### src/rtl/brick_field_if.sv
// brick_field_if: groups the frame/ball/pixel inputs and the collision,
// score and colour outputs of the brick row into one bundle.
// master = the driving environment, slave = the brick_field block.
interface brick_field_if #(
    parameter int NUM_BRICKS = 10
);
    logic                  tick_move;
    logic                  respawn;
    logic [9:0]            x;
    logic [9:0]            y;
    logic                  active_pixels;
    logic [9:0]            ball_x;
    logic [9:0]            ball_y;
    logic [9:0]            ball_width;
    logic [9:0]            ball_height;
    logic [NUM_BRICKS-1:0] collide_block;
    logic [9:0]            block_x;
    logic [9:0]            block_y;
    logic [9:0]            block_width;
    logic [9:0]            block_height;
    logic [15:0]           score;
    logic                  field_clear;
    logic [23:0]           vga_color;

    modport master (
        output tick_move, respawn, x, y, active_pixels,
               ball_x, ball_y, ball_width, ball_height,
        input  collide_block, block_x, block_y, block_width, block_height,
               score, field_clear, vga_color
    );

    modport slave (
        input  tick_move, respawn, x, y, active_pixels,
               ball_x, ball_y, ball_width, ball_height,
        output collide_block, block_x, block_y, block_width, block_height,
               score, field_clear, vga_color
    );
endinterface

### src/rtl/brick_field.sv
// brick_field: a row of breakable bricks. Each frame tick snapshots the ball
// rectangle and scans one brick per clock; the lowest-index live brick that
// overlaps is hit (one per tick). Also renders brick pixels and flags a
// cleared field.
// Optional build macro BRICK_FIELD_TWO_HIT_EN: every brick takes two hits,
// a wounded brick renders at half brightness, score counts kills only.
module brick_field #(
    parameter int          NUM_BRICKS  = 10,
    parameter int          BRICK_W     = 60,
    parameter int          BRICK_H     = 20,
    parameter int          GAP         = 2,
    parameter int          X0          = 6,
    parameter int          ROW_Y       = 40,
    parameter logic [23:0] BRICK_COLOR = 24'hff4000
) (
    input  logic         clk,
    input  logic         rst,
    brick_field_if.slave bus
);
    typedef enum logic [1:0] {IDLE, SCAN, HIT, CLEARED} state_e;

    localparam logic [9:0]  ROW_Y_L   = 10'(ROW_Y);
    localparam logic [10:0] ROW_TOP   = 11'(ROW_Y);
    localparam logic [10:0] ROW_BOT   = 11'(ROW_Y + BRICK_H);
    localparam logic [10:0] BRICK_W_L = 11'(BRICK_W);

    // Left edge of brick i.
    function automatic logic [9:0] brick_left(input logic [3:0] i);
        return 10'(X0 + int'(i) * (BRICK_W + GAP));
    endfunction

    state_e                state_q, state_d;
    logic [3:0]            idx_q, idx_d;
    logic [9:0]            snap_x_q, snap_x_d, snap_y_q, snap_y_d;
    logic [9:0]            snap_w_q, snap_w_d, snap_h_q, snap_h_d;
    logic [NUM_BRICKS-1:0] collide_q, collide_d;
    logic [9:0]            block_x_q, block_x_d, block_y_q, block_y_d;
    logic [15:0]           score_q, score_d;
    logic                  field_clear_q, field_clear_d;
    logic [NUM_BRICKS-1:0] alive;
    logic                  cur_alive, overlap, score_inc;
    logic [9:0]            cur_bx;
    logic [23:0]           color_c;

`ifdef BRICK_FIELD_TWO_HIT_EN
    localparam logic [23:0] HALF_COLOR = {1'b0, BRICK_COLOR[23:17],
                                          1'b0, BRICK_COLOR[15:9],
                                          1'b0, BRICK_COLOR[7:1]};
    logic [1:0] hits_q [NUM_BRICKS];
    logic [1:0] hits_d [NUM_BRICKS];

    // A brick is alive while it still has hits left.
    always_comb begin
        for (int i = 0; i < NUM_BRICKS; i++) alive[i] = (hits_q[i] != 2'd0);
    end
`else
    logic [NUM_BRICKS-1:0] alive_q, alive_d;

    // Alive bits are the brick state directly.
    always_comb alive = alive_q;
`endif

    // Geometry and liveness of the brick under test this scan cycle.
    always_comb begin
        cur_alive = 1'b0;
        for (int i = 0; i < NUM_BRICKS; i++) begin
            if (idx_q == 4'(i)) cur_alive = alive[i];
        end
        cur_bx  = brick_left(idx_q);
        overlap = ({1'b0, snap_x_q} < {1'b0, cur_bx} + BRICK_W_L) &&
                  ({1'b0, snap_x_q} + {1'b0, snap_w_q} > {1'b0, cur_bx}) &&
                  ({1'b0, snap_y_q} < ROW_BOT) &&
                  ({1'b0, snap_y_q} + {1'b0, snap_h_q} > ROW_TOP);
    end

    // Next-state logic for the scan FSM and all registered outputs.
    always_comb begin
        // NOTE: every signal gets a default first so no path infers a latch.
        state_d       = state_q;
        idx_d         = idx_q;
        snap_x_d      = snap_x_q;
        snap_y_d      = snap_y_q;
        snap_w_d      = snap_w_q;
        snap_h_d      = snap_h_q;
        collide_d     = '0;
        block_x_d     = block_x_q;
        block_y_d     = block_y_q;
        score_d       = score_q;
        field_clear_d = field_clear_q;
        score_inc     = 1'b0;
`ifdef BRICK_FIELD_TWO_HIT_EN
        hits_d = hits_q;
`else
        alive_d = alive_q;
`endif
        case (state_q)
            IDLE: begin
                if (bus.tick_move) begin
                    snap_x_d = bus.ball_x;
                    snap_y_d = bus.ball_y;
                    snap_w_d = bus.ball_width;
                    snap_h_d = bus.ball_height;
                    idx_d    = '0;
                    state_d  = SCAN;
                end
            end
            SCAN: begin
                if (overlap && cur_alive) begin
                    block_x_d = cur_bx;
                    block_y_d = ROW_Y_L;
                    state_d   = HIT;
                    for (int i = 0; i < NUM_BRICKS; i++) begin
                        if (idx_q == 4'(i)) begin
                            collide_d[i] = 1'b1;
`ifdef BRICK_FIELD_TWO_HIT_EN
                            hits_d[i] = hits_q[i] - 2'd1;
                            score_inc = (hits_q[i] == 2'd1);
`else
                            alive_d[i] = 1'b0;
                            score_inc  = 1'b1;
`endif
                        end
                    end
                    if (score_inc && score_q != 16'hffff) score_d = score_q + 16'd1;
                end else if (idx_q == 4'(NUM_BRICKS - 1)) begin
                    state_d = IDLE;
                end else begin
                    idx_d = idx_q + 4'd1;
                end
            end
            HIT: begin
                if (|alive) begin
                    state_d = IDLE;
                end else begin
                    state_d       = CLEARED;
                    field_clear_d = 1'b1;
                end
            end
            CLEARED: ;
            default: state_d = IDLE;
        endcase
        // Respawn overrides the FSM but leaves the score alone.
        if (bus.respawn) begin
            state_d       = IDLE;
            field_clear_d = 1'b0;
            collide_d     = '0;
            score_d       = score_q;
`ifdef BRICK_FIELD_TWO_HIT_EN
            for (int i = 0; i < NUM_BRICKS; i++) hits_d[i] = 2'd2;
`else
            alive_d = '1;
`endif
        end
    end

    // State register with synchronous reset.
    always_ff @(posedge clk) begin
        // NOTE: sequential state uses non-blocking assignments only.
        if (rst) begin
            state_q       <= IDLE;
            idx_q         <= '0;
            snap_x_q      <= '0;
            snap_y_q      <= '0;
            snap_w_q      <= '0;
            snap_h_q      <= '0;
            collide_q     <= '0;
            block_x_q     <= 10'(X0);
            block_y_q     <= ROW_Y_L;
            score_q       <= '0;
            field_clear_q <= 1'b0;
            // NOTE: the per-brick store is reset because reset must restore a full row.
`ifdef BRICK_FIELD_TWO_HIT_EN
            for (int i = 0; i < NUM_BRICKS; i++) hits_q[i] <= 2'd2;
`else
            alive_q <= '1;
`endif
        end else begin
            state_q       <= state_d;
            idx_q         <= idx_d;
            snap_x_q      <= snap_x_d;
            snap_y_q      <= snap_y_d;
            snap_w_q      <= snap_w_d;
            snap_h_q      <= snap_h_d;
            collide_q     <= collide_d;
            block_x_q     <= block_x_d;
            block_y_q     <= block_y_d;
            score_q       <= score_d;
            field_clear_q <= field_clear_d;
`ifdef BRICK_FIELD_TWO_HIT_EN
            for (int i = 0; i < NUM_BRICKS; i++) hits_q[i] <= hits_d[i];
`else
            alive_q <= alive_d;
`endif
        end
    end

    // Pixel renderer: colour of the live brick under (x,y), black elsewhere.
    always_comb begin
        color_c = '0;
        if (bus.active_pixels &&
            {1'b0, bus.y} >= ROW_TOP && {1'b0, bus.y} < ROW_BOT) begin
            for (int i = 0; i < NUM_BRICKS; i++) begin
                if (alive[i] &&
                    {1'b0, bus.x} >= {1'b0, brick_left(4'(i))} &&
                    {1'b0, bus.x} <  {1'b0, brick_left(4'(i))} + BRICK_W_L) begin
`ifdef BRICK_FIELD_TWO_HIT_EN
                    color_c = (hits_q[i] == 2'd1) ? HALF_COLOR : BRICK_COLOR;
`else
                    color_c = BRICK_COLOR;
`endif
                end
            end
        end
    end

    assign bus.collide_block = collide_q;
    assign bus.block_x       = block_x_q;
    assign bus.block_y       = block_y_q;
    assign bus.block_width   = 10'(BRICK_W);
    assign bus.block_height  = 10'(BRICK_H);
    assign bus.score         = score_q;
    assign bus.field_clear   = field_clear_q;
    assign bus.vga_color     = color_c;
endmodule

### src/flat_wrapper.sv
// flat-port wrapper written by rule: the top's interface ports become plain ports
module brick_field_flat 
#(
    parameter int          NUM_BRICKS  = 10,
    parameter int          BRICK_W     = 60,
    parameter int          BRICK_H     = 20,
    parameter int          GAP         = 2,
    parameter int          X0          = 6,
    parameter int          ROW_Y       = 40,
    parameter logic [23:0] BRICK_COLOR = 24'hff4000
)
  (clk, rst, bus_tick_move, bus_respawn, bus_x, bus_y, bus_active_pixels, bus_ball_x, bus_ball_y, bus_ball_width, bus_ball_height, bus_collide_block, bus_block_x, bus_block_y, bus_block_width, bus_block_height, bus_score, bus_field_clear, bus_vga_color);
  brick_field_if #(.NUM_BRICKS(NUM_BRICKS)) bus_i ();
  input  logic clk;
  input  logic rst;
  input wire logic [$bits(bus_i.tick_move)-1:0] bus_tick_move;
  input wire logic [$bits(bus_i.respawn)-1:0] bus_respawn;
  input wire logic [$bits(bus_i.x)-1:0] bus_x;
  input wire logic [$bits(bus_i.y)-1:0] bus_y;
  input wire logic [$bits(bus_i.active_pixels)-1:0] bus_active_pixels;
  input wire logic [$bits(bus_i.ball_x)-1:0] bus_ball_x;
  input wire logic [$bits(bus_i.ball_y)-1:0] bus_ball_y;
  input wire logic [$bits(bus_i.ball_width)-1:0] bus_ball_width;
  input wire logic [$bits(bus_i.ball_height)-1:0] bus_ball_height;
  output wire logic [$bits(bus_i.collide_block)-1:0] bus_collide_block;
  output wire logic [$bits(bus_i.block_x)-1:0] bus_block_x;
  output wire logic [$bits(bus_i.block_y)-1:0] bus_block_y;
  output wire logic [$bits(bus_i.block_width)-1:0] bus_block_width;
  output wire logic [$bits(bus_i.block_height)-1:0] bus_block_height;
  output wire logic [$bits(bus_i.score)-1:0] bus_score;
  output wire logic [$bits(bus_i.field_clear)-1:0] bus_field_clear;
  output wire logic [$bits(bus_i.vga_color)-1:0] bus_vga_color;
  assign bus_i.tick_move = bus_tick_move;
  assign bus_i.respawn = bus_respawn;
  assign bus_i.x = bus_x;
  assign bus_i.y = bus_y;
  assign bus_i.active_pixels = bus_active_pixels;
  assign bus_i.ball_x = bus_ball_x;
  assign bus_i.ball_y = bus_ball_y;
  assign bus_i.ball_width = bus_ball_width;
  assign bus_i.ball_height = bus_ball_height;
  assign bus_collide_block = bus_i.collide_block;
  assign bus_block_x = bus_i.block_x;
  assign bus_block_y = bus_i.block_y;
  assign bus_block_width = bus_i.block_width;
  assign bus_block_height = bus_i.block_height;
  assign bus_score = bus_i.score;
  assign bus_field_clear = bus_i.field_clear;
  assign bus_vga_color = bus_i.vga_color;
  brick_field #(.NUM_BRICKS(NUM_BRICKS), .BRICK_W(BRICK_W), .BRICK_H(BRICK_H), .GAP(GAP), .X0(X0), .ROW_Y(ROW_Y), .BRICK_COLOR(BRICK_COLOR)) u_core (.clk(clk), .rst(rst), .bus(bus_i));
endmodule
### config.mk
export PLATFORM = sky130hd
export DESIGN_NAME = brick_field_flat
export DESIGN_NICKNAME = d
export VERILOG_FILES = /design/src/rtl/brick_field_if.sv /design/src/rtl/brick_field.sv /design/src/flat_wrapper.sv
export SDC_FILE = /design/constraint.sdc
export NUM_CORES = 1
export LEC_CHECK = 0
export ABC_AREA = 1
export ABC_CLOCK_PERIOD_IN_PS = 4200
export CAP_MARGIN = 30
export CORE_MARGIN = 4
export CORE_UTILIZATION = 40
export CTS_CLUSTER_SIZE = 40
export DETAILED_ROUTE_END_ITERATION = 10
export PLACE_DENSITY = 0.79
export SLEW_MARGIN = 20
export SYNTH_ARGS = -nofsm -noshare
export SYNTH_HDL_FRONTEND = slang
export SYNTH_SLANG_ARGS = --single-unit
export TNS_END_PERCENT = 30
### constraint.sdc
create_clock -name clk -period 4.2 [get_ports clk]
set_input_delay 0.84 -clock clk [delete_from_list [all_inputs] [get_ports clk]]
set_output_delay 0.84 -clock clk [all_outputs]
set_load 0.03 [all_outputs]
==> results.json <==
{
  "cp_cell_sequence": "fa_2, fa_2, fa_1, nand3b_1, nor2_1, nand3_2, xor2_2, buf_4, inv_1, nor3_2, xor2_1, ha_1, a21o_1, nand2_4, buf_12, nand4_2, buf_4, a21oi_1, o21ai_1",
  "netlist.area_leader.share_pct": 27.3,
  "grt_max_degree": 43,
  "r2r-start": "u_core.idx_q[2]",
  "grt_usage_pct": 17.1,
  "die_h_um": 138,
  "dr.pass1.iters": 5,
  "reg2reg_slack_ns": -0.46,
  "htreeDepth": 3,
  "worstReg2RegEnd": "u_core.bus.block_x[2]",
  "worstPathMaxFanout": 5,
  "violations": "negative setup slack",
  "hp-class": "register to register",
  "p_per_area_nw_per_um2": 293,
  "pin_count": 156,
  "clock_latency_ns": 0.35,
  "required_ns": 4.44,
  "synth_edf_count": 0,
  "gr-total-overflow": 0,
  "p_switching_mw": 0.811,
  "crit_end": "u_core.bus.block_x[2]",
  "syn_avg_cell_area_um2": 7.13,
  "place_ws_ns": -0.377,
  "tns_ns": -19.65,
  "syn_to_final_growth_pct": 28.6,
  "antenna_found_initial": 0,
  "status": "finished with violations",
  "p_clk_share_pct": 35.3,
  "die_width_um": 138,
  "clockRootBuffer": "clkbuf_16",
  "die_area_um2": 19000,
  "yosysWarnings": 0,
  "syn_inst": 945,
  "netlist_area_um2": 6740,
  "p_seq_share_pct": 37.3,
  "hold_viol_final": 0,
  "cts.sinks": 92,
  "finalSetupViolations": 51,
  "numPortBuffers": 106,
  "maxSlewHeadroom_pct": 35.8,
  "place_congestion": 0.946,
  "yosys.area.top_type": "dfxtp_1",
  "cp-startpoint": "u_core.idx_q[2]",
  "fin_crit_ns": 4.66,
  "slew_violations": 0,
  "place_area_um2": 8040,
  "dr.first_iter.drc_count": 390,
  "seq_area_frac_synth_pct": 27.3,
  "rows": 47,
  "crit_path_end_kind": "register",
  "diodes": 0,
  "startpoint_type": "register",
  "grt_pass1_vias": 5845,
  "design_area_um2": 8660,
  "grt_pass1_wl_mm": 26.5,
  "crit_type": "register to register",
  "synth_most_common_cell": "nor2_1",
  "synth_cell_types": 45,
  "start_util_pct": 40.8,
  "p_comb_share_pct": 27.3,
  "yosys_most_used_dff": "dfxtp_1",
  "final_nets": 1214,
  "synth_common_cells": "nor2_1 (154), nand2_1 (146), dfxtp_1 (92)",
  "drt-total-wl_mm": 17.1,
  "yosys-top-cells-area": "dfxtp_1 (27%), ha_1 (12%), nor2_1 (8.6%), nand2_1 (8.1%), buf_4 (6.1%)",
  "fin_worst_skew_ns": 0.00702,
  "leakage_nw": 3.82,
  "drive_gt1_share_pct": 13.2,
  "viasPerCell": 4.94,
  "rsz0062_at_grt": "yes",
  "ff2ff_path_depth": 19,
  "switching_share_pct": 31.9,
  "worst_slack_ns": -0.463,
  "ys_seq_elements": 92,
  "postCtsHoldBufs": 0,
  "critPathTopFamily": "adder cells",
  "cts_tree": "yes",
  "min_period_over_period_pct": 111,
  "clk_pin_slew_ns": 0.07,
  "synthArstFlopShare_pct": 0,
  "cts_buffer_depth": 2,
  "dp_hpwl_mm": 12.8,
  "cts_buffers": 9,
  "clock.fmax_mhz": 214,
  "arrival_ns": 4.90,
  "drc_errors": 0,
  "path_buf_inv": 4,
  "crit_slowest_cell": "fa_2",
  "critPathMaxStageDelay_ns": 0.62,
  "vdd_ir_drop_max_mv": 0.175,
  "ant_nets": 0,
  "maxCapViolations": 0,
  "cp.depth": 19,
  "worst_slew_pin_slew_ns": 0.962,
  "core-area_um2": 16500,
  "vias": 6447,
  "post_drt_wl_per_cell_um": 13.1,
  "intPower_mw": 1.73
}
## power groups by stage
| stage | combinational [mW] | clock, mW | sequential [mW] |
|---|---|---|---|
| after floorplan | 0.465 | 0 | 0.965 |
| after global placement | 0.612 | 0 | 0.967 |
| after detailed placement | 0.637 | 0 | 0.968 |
| after CTS | 0.663 | 0.917 | 0.948 |
| after global routing | 0.771 | 0.944 | 0.953 |
| final | 0.695 | 0.898 | 0.948 |
## final cells by class
cell class                      count  area [µm²]
Timing Repair inverter              1        8.76
Sequential cell                    92        1850
Clock inverter                      7        98.8
Timing Repair Buffer              153        1460
Inverter                           98         395
Multi-Input combinational cell    724        4350
Tap cell                          220         275
Fill cell                        1536        7860
Clock buffer                        9         225
## state kept, by name (all words and copies together), names as in the netlist
| name | flops |
|---|---|
| u_core.state_q | 2 |
| u_core.snap_x_q | 10 |
| u_core.bus.block_x | 9 |
| u_core.snap_h_q | 10 |
| u_core.bus.field_clear | 1 |
| u_core.bus.score | 16 |
| u_core.snap_w_q | 10 |
| u_core.idx_q | 4 |
| u_core.bus.collide_block | 10 |
| u_core.snap_y_q | 10 |
| u_core.alive | 10 |
## worst min-delay path, cell delays in order, from the launching register on
cell	delay (ns)
dfxtp_1	0.31
inv_1	0.04
a21oi_1	0.05
## per-stage QoR
| stage | std cells | util, % | hold slack [ns] | power, mW |
|---|---|---|---|---|
| after floorplan | 989 | - | 0.459 | 1.43 |
| after global placement | 1273 | 48.5 | 0.442 | 1.58 |
| after detailed placement | 1274 | 48.6 | 0.444 | 1.60 |
| after CTS | 1296 | 51.4 | 0.454 | 2.53 |
| after global routing | 1304 | 52.4 | 0.479 | 2.67 |
| final | 1304 | 52.4 | 0.448 | 2.54 |
## worst min-delay path by stage
stage	to	depth (start not counted)	slack (ns)	from
5_1_grt	u_core.bus.field_clear	2	0.48	u_core.bus.field_clear
4_1_cts	u_core.bus.field_clear	2	0.45	u_core.bus.field_clear
2_1_floorplan	u_core.snap_x_q[0]	2	0.46	u_core.snap_x_q[0]
3_3_place_gp	u_core.bus.field_clear	2	0.44	u_core.bus.field_clear
3_5_place_dp	u_core.bus.field_clear	2	0.44	u_core.bus.field_clear
6_report	u_core.bus.field_clear	2	0.45	u_core.bus.field_clear
## cell usage in the layout, fill, tap and decap left out, types with 3 or more instances in the layout
cell             synthesis  routed
dfxtp_1                 92      89
buf_12                   0       4
nor2_2                   2       4
inv_2                    9       8
fa_1                     8       6
nor2_4                  11      12
nand4_1                 29      29
nor2_1                 154     151
nand2_1                146     139
conb_1                   2      46
xor2_1                  21      21
nand3_1                 48      45
o41ai_1                  3       3
buf_4                   55      51
xnor2_1                 11       9
nor3_1                  17      15
nor4_1                   8       8
inv_1                   87      87
clkbuf_16                0       9
xnor2_2                  1       3
nand3b_1                 4       4
inv_8                    0       3
a21oi_2                  2       7
a21o_1                   3       3
nand2_2                  3       9
o21ai_0                 60      56
o21ai_1                  5       8
a21oi_1                 53      48
nand3_4                  2       4
clkdlybuf4s50_1          0      97
ha_1                    62      61
a31oi_1                  5       5
## cells by family after synthesis
logic type / Yosys count / synth area share (%)
and+or+nand+nor: 428 / 28.9
buffers and inverters: 175 / 13.2
AOI/OAI and AO/OA: 143 / 11.7
DFF: 92 / 27.3
adders and majority gates: 70 / 13.9
xor gates and xnor gates: 35 / 4.88
other: 2 / 0.111
## layer usage
metal,part of all wire [%],track usage [%]
met5,0,0
met4,2.2,5.76
met1,43,21.0
met3,5.8,2.96
met2,49,30.2
## timing repair
action,in CTS,in global routing
cloned,2,1
pin swaps,21,15
buffers inserted,4,7
resized for setup,15,24
setup endpoints to repair,51,60
Note: power is estimated with default switching activity, not from simulation.
